===== src/rtl/fetch_stage_if.sv =====
// fetch_stage_if: branch-logic inputs, instruction-memory port and IF/ID outputs of the fetch stage
interface fetch_stage_if #(
    parameter int PC_WIDTH = 9
);
    logic                stall;
    logic                pc_sel;
    logic [31:0]         pc_branch;
    logic                halt;
    logic [31:0]         instr_mem_rdata;
    logic [PC_WIDTH-1:0] instr_mem_addr;
    logic [PC_WIDTH-1:0] if_id_pc;
    logic [31:0]         if_id_instr;
    logic                if_id_valid;
    logic                pc_fault;
    logic [1:0]          fetch_state;
    logic [31:0]         fetch_count;

    modport master (
        output stall, pc_sel, pc_branch, halt, instr_mem_rdata,
        input  instr_mem_addr, if_id_pc, if_id_instr, if_id_valid, pc_fault, fetch_state, fetch_count
    );

    modport slave (
        input  stall, pc_sel, pc_branch, halt, instr_mem_rdata,
        output instr_mem_addr, if_id_pc, if_id_instr, if_id_valid, pc_fault, fetch_state, fetch_count
    );
endinterface


===== src/rtl/fetch_stage.sv =====
// fetch_stage: PC register, redirect/stall/halt handling and IF/ID pipeline register
module fetch_stage #(
    parameter int                  PC_WIDTH  = 9,
    parameter logic [PC_WIDTH-1:0] RESET_PC  = '0,
    parameter logic [31:0]         NOP_INSTR = 32'h00000013
) (
    input logic          clk,
    input logic          reset,
    fetch_stage_if.slave bus
);
    typedef enum logic [1:0] {
        S_BOOT   = 2'b00,
        S_RUN    = 2'b01,
        S_HALTED = 2'b10,
        S_ILLEGAL = 2'b11
    } state_t;

    state_t              r_state;
    logic [PC_WIDTH-1:0] r_pc;
    logic [PC_WIDTH-1:0] r_if_pc;
    logic [31:0]         r_if_instr;
    logic                r_if_valid;
    logic                r_fault;
    logic [31:0]         r_count;
    logic                w_bad_target;

    // A redirect target must be word aligned and fit inside the PC width
    assign w_bad_target = (|bus.pc_branch[1:0]) || (|bus.pc_branch[31:PC_WIDTH]);

    assign bus.instr_mem_addr = r_pc;
    assign bus.if_id_pc       = r_if_pc;
    assign bus.if_id_instr    = r_if_instr;
    assign bus.if_id_valid    = r_if_valid;
    assign bus.pc_fault       = r_fault;
    assign bus.fetch_state    = r_state;
    assign bus.fetch_count    = r_count;

    // Fetch FSM: halt > fault > redirect > stall > advance while running; HALTED is frozen until reset
    always_ff @(posedge clk or posedge reset) begin
        if (reset) begin
            r_state    <= S_BOOT;
            r_pc       <= RESET_PC;
            r_if_pc    <= '0;
            r_if_instr <= NOP_INSTR;
            r_if_valid <= 1'b0;
            r_fault    <= 1'b0;
            r_count    <= '0;
        end else begin
            case (r_state)
                S_BOOT: r_state <= S_RUN;
                S_RUN: begin
                    if (bus.halt) begin
                        r_state    <= S_HALTED;
                        r_if_instr <= NOP_INSTR;
                        r_if_valid <= 1'b0;
                    end else if (bus.pc_sel && w_bad_target) begin
                        r_state    <= S_HALTED;
                        r_fault    <= 1'b1;
                        r_if_instr <= NOP_INSTR;
                        r_if_valid <= 1'b0;
                    end else if (bus.pc_sel) begin
                        r_pc       <= bus.pc_branch[PC_WIDTH-1:0];
                        r_if_instr <= NOP_INSTR;
                        r_if_valid <= 1'b0;
                    end else if (!bus.stall) begin
                        r_pc       <= r_pc + PC_WIDTH'(4);
                        r_if_pc    <= r_pc;
                        r_if_instr <= bus.instr_mem_rdata;
                        r_if_valid <= 1'b1;
                        r_count    <= r_count + 32'd1;
                    end
                end
                S_HALTED: r_state <= S_HALTED;
                default:  r_state <= S_HALTED;
            endcase
        end
    end
endmodule


===== src/flat_wrapper.sv =====
// flat-port wrapper written by rule: the top's interface ports become plain ports
module fetch_stage_flat 
#(
    parameter int                  PC_WIDTH  = 9,
    parameter logic [PC_WIDTH-1:0] RESET_PC  = '0,
    parameter logic [31:0]         NOP_INSTR = 32'h00000013
)
  (clk, reset, bus_stall, bus_pc_sel, bus_pc_branch, bus_halt, bus_instr_mem_rdata, bus_instr_mem_addr, bus_if_id_pc, bus_if_id_instr, bus_if_id_valid, bus_pc_fault, bus_fetch_state, bus_fetch_count);
  fetch_stage_if #(.PC_WIDTH(PC_WIDTH)) bus_i ();
  input logic clk;
  input logic reset;
  input wire logic [$bits(bus_i.stall)-1:0] bus_stall;
  input wire logic [$bits(bus_i.pc_sel)-1:0] bus_pc_sel;
  input wire logic [$bits(bus_i.pc_branch)-1:0] bus_pc_branch;
  input wire logic [$bits(bus_i.halt)-1:0] bus_halt;
  input wire logic [$bits(bus_i.instr_mem_rdata)-1:0] bus_instr_mem_rdata;
  output wire logic [$bits(bus_i.instr_mem_addr)-1:0] bus_instr_mem_addr;
  output wire logic [$bits(bus_i.if_id_pc)-1:0] bus_if_id_pc;
  output wire logic [$bits(bus_i.if_id_instr)-1:0] bus_if_id_instr;
  output wire logic [$bits(bus_i.if_id_valid)-1:0] bus_if_id_valid;
  output wire logic [$bits(bus_i.pc_fault)-1:0] bus_pc_fault;
  output wire logic [$bits(bus_i.fetch_state)-1:0] bus_fetch_state;
  output wire logic [$bits(bus_i.fetch_count)-1:0] bus_fetch_count;
  assign bus_i.stall = bus_stall;
  assign bus_i.pc_sel = bus_pc_sel;
  assign bus_i.pc_branch = bus_pc_branch;
  assign bus_i.halt = bus_halt;
  assign bus_i.instr_mem_rdata = bus_instr_mem_rdata;
  assign bus_instr_mem_addr = bus_i.instr_mem_addr;
  assign bus_if_id_pc = bus_i.if_id_pc;
  assign bus_if_id_instr = bus_i.if_id_instr;
  assign bus_if_id_valid = bus_i.if_id_valid;
  assign bus_pc_fault = bus_i.pc_fault;
  assign bus_fetch_state = bus_i.fetch_state;
  assign bus_fetch_count = bus_i.fetch_count;
  fetch_stage #(.PC_WIDTH(PC_WIDTH), .RESET_PC(RESET_PC), .NOP_INSTR(NOP_INSTR)) u_core (.clk(clk), .reset(reset), .bus(bus_i));
endmodule

===== config.mk =====
export PLATFORM = sky130hd
export DESIGN_NAME = fetch_stage_flat
export DESIGN_NICKNAME = d
export VERILOG_FILES = /design/src/rtl/fetch_stage_if.sv /design/src/rtl/fetch_stage.sv /design/src/flat_wrapper.sv
export SDC_FILE = /design/constraint.sdc
export NUM_CORES = 1
export LEC_CHECK = 0
export ABC_CLOCK_PERIOD_IN_PS = 3400
export CORE_AREA = 2 2 96 98
export CTS_BUF_LIST = sky130_fd_sc_hd__clkbuf_16
export DETAILED_ROUTE_END_ITERATION = 7
export DIE_AREA = 0 0 98 100
export HOLD_SLACK_MARGIN = 0.12
export PLACE_DENSITY = 0.79
export SYNTH_ARGS = -nofsm -noshare
export SYNTH_HDL_FRONTEND = slang
export SYNTH_SLANG_ARGS = --single-unit

===== constraint.sdc =====
create_clock -name clk -period 3.4 [get_ports clk]
set_input_delay 0.51 -clock clk [delete_from_list [all_inputs] [get_ports clk]]
set_output_delay 0.51 -clock clk [all_outputs]
set_load 0.03 [all_outputs]

==> metrics <==
Post-Route WL 9190 um; dpl hpwl 6770 um; CTS resizes 0; fmax 388 MHz; WL per Instance 15.8 um; largest net degree at the start of global routing 49; worst slew margin relative to its limit between 50% and 60%; cts bufs inserted 9; fraction of layout cells with a size suffix above 1 ~9%; die height 100 um; Starting Density 41.0%; Hold WC Path Type reg2reg; GR Util All Layers a little under a fifth; total number of vias around 3000; P_leak roughly 2.5 nW; synth cell count leaders dfrtp_1, nand2_1, a22o_1, xnor2_1, nand3_1; peak supply drop between 0.2 and 0.25 mV; final hold vios 0; Sw Pwr 0.579 mW; crit-path max cell delay 760 ps; final-report max-slew violation count 0; vias per inst 5.19; max_cap viols 0; ys async rst share 100%; post-synth cell types 50; hold_buf cts 0; IO Port Bufs 154; worst-path maximum fanout 14; worst reg2reg setup slack 1360 ps; cells along the critical path clkdlybuf4s50_1 > inv_1 > or3_4 > nor4_4 > nor2_2 > mux2_4; global-route wire length before repair between 15000 and 20000 um; TritonCTS Sinks 86; WP data arrival ~2800 ps; syn nets around 380; DRC viols 0; FILL cells slightly above 700; Clk pin slew, worst setup/hold paths 60 ps; # IOs between 150 and 200; Setup-failing EPs final 0; Post-synth EDFFs 0; row count 35; routability cong. 0.853; switching portion of total power 23.4%; fin crit period between 2000 and 3000 ps; vias in the first global route a little over 3000; die width 98 um; skew final 9.58 ps; Int Pwr 1.89 mW; syn avg cell area around 12 um2; Least-Margin Pin Slew a little under 700 ps; Ys Warns 0; cell with the most instances after synthesis dfrtp_1; placed cells 565; Non-Filler Instances 581; sequential share of power about 45%; Pwr Density 438 mW/mm2; drt first-iter violations between 100 and 150; pre-CTS setup slack 520 ps; Routed Antenna Nets 0; CTS tree yes; final period utilization 75.8%; initial antenna violation count 0; Worst setup EP type flop; clk buf depth 2; clock latency on the worst-skew pair 330 ps; ys flop type dfrtp_1; worst setup path class in2reg; core box area 0.00889 mm2; outcome finished, final reports clean; H-tree Lvls 3; logic gate share of total power 14.1%; CP Launch Type primary input; critical path's slowest cell clkdlybuf4s50_1; flops & latches, synth 86; Layout area overhead 54.6%; RSZ-0062 raised after global routing false; GR Overflow Total 0; clock network power share 41.4%; Synth area leader dfrtp_1; largest cells by area after synthesis dfrtp_1, a22o_1, xnor2_1; fin nets 536; setup TNS 0 ps; Final Worst Setup Slack 821 ps; register area share after synthesis 59.1%; postcts setup bufs 0; Cells after Synth 307; post-synth top area share 56.9%; Cell Area, Synth about 0.0036 mm2; diode count 0; Worst Path Required 3610 ps; die area 0.00980 mm2; Root Buffer clkbuf_16; Pre-antenna DRT Iters 4
-- cell type report --
type | instances | area (um2) | area share (%)
well taps | 111 | 139 | 2.46
clock inverters | 7 | 91.3 | 1.62
flip-flops and latches | 86 | 2160 | 38.2
clock buffers | 9 | 225 | 3.99
inverters | 6 | 23.8 | 0.421
repair buffers | 158 | 1580 | 28.1
multi-input cells | 204 | 1420 | 25.2
-- sequential cells by signal, indices dropped and copies added (netlist names) --
name and cells:
u_core.bus.if_id_instr 32, u_core.bus.fetch_state 2, u_core.bus.fetch_count 32, u_core.bus.pc_fault 1
u_core.bus.if_id_valid 1, u_core.bus.if_id_pc 9, u_core.bus.instr_mem_addr 9
-- worst paths after layout --
path,cells past startpoint,startpoint,end
hold reg to reg,1,u_core.bus.fetch_count[31],u_core.bus.fetch_count[31]
setup / recovery,6,bus_pc_sel,u_core.bus.instr_mem_addr[3]
min in group asynchronous,2,reset,u_core.bus.if_id_instr[2]
setup reg to reg,5,u_core.bus.fetch_state[1],u_core.bus.instr_mem_addr[3]
hold / removal,1,u_core.bus.fetch_count[31],u_core.bus.fetch_count[31]
max in group asynchronous,3,reset,u_core.bus.if_id_instr[4]
-- power by group through the flow --
stage	Sequential [mW]	Combinational (mW)	Clock, mW
final	1.10	0.347	1.02
after global routing	1.10	0.366	1.10
after CTS	1.10	0.351	1.05
after detailed placement	1.12	0.351	0
after global placement	1.12	0.345	0
after floorplan	1.20	0.0662	0
-- kinds of logic (layout without fill, tap and decap cells) --
| kind of cell | count (synthesis) | in the layout | synth area share [%] |
|---|---|---|---|
| flops | 86 | 86 | 59.1 |
| buf+inv | 17 | 180 | 1.92 |
| fa+ha+maj | 2 | 2 | 0.686 |
| xor+xnor | 31 | 31 | 7.44 |
| simple gates | 111 | 111 | 17.6 |
| mux | 3 | 3 | 0.995 |
| compound gates | 57 | 57 | 12.2 |
-- cell usage in the layout, fill, tap and decap left out, types with 7 or more instances in the layout --
| cell type | synthesis | routed |
|---|---|---|
| a21oi_1 | 7 | 7 |
| a22o_1 | 29 | 29 |
| clkbuf_16 | 0 | 9 |
| clkdlybuf4s50_1 | 0 | 154 |
| dfrtp_1 | 83 | 83 |
| nand2_1 | 43 | 43 |
| nand3_1 | 15 | 15 |
| nand4_1 | 8 | 8 |
| nor2_1 | 8 | 8 |
| xnor2_1 | 26 | 26 |
-- critical path: cells and delay by family --
| family | cells | cell delay [ps] |
|---|---|---|
| buffers and inverters | 2 | 900 |
| AND/OR/NAND/NOR | 3 | 1060 |
| multiplexers | 1 | 320 |
-- metrics by stage --
step                instance area [um2]  power [mW]  util, %  hold slack (ps)
floorplan                          3650        1.27        -              624
global placement                   5320        1.46     59.9              461
detailed placement                 5320        1.47     59.9              468
CTS                                5640        2.50     63.4              479
global route                       5640        2.57     63.4              501
finish                             5640        2.47     63.4              479
-- routing by layer --
layer / GRT usage, % / up-vias / share of wire, %
met2: 31.9 / 110 / 49
met3: 5.92 / 19 / 6.5
met1: 23.5 / 1464 / 43
met5: 0 / - / 0
li1: - / 1422 / -
met4: 7.05 / 0 / 2.0
No activity file was read; power rests on OpenSTA's default activity.
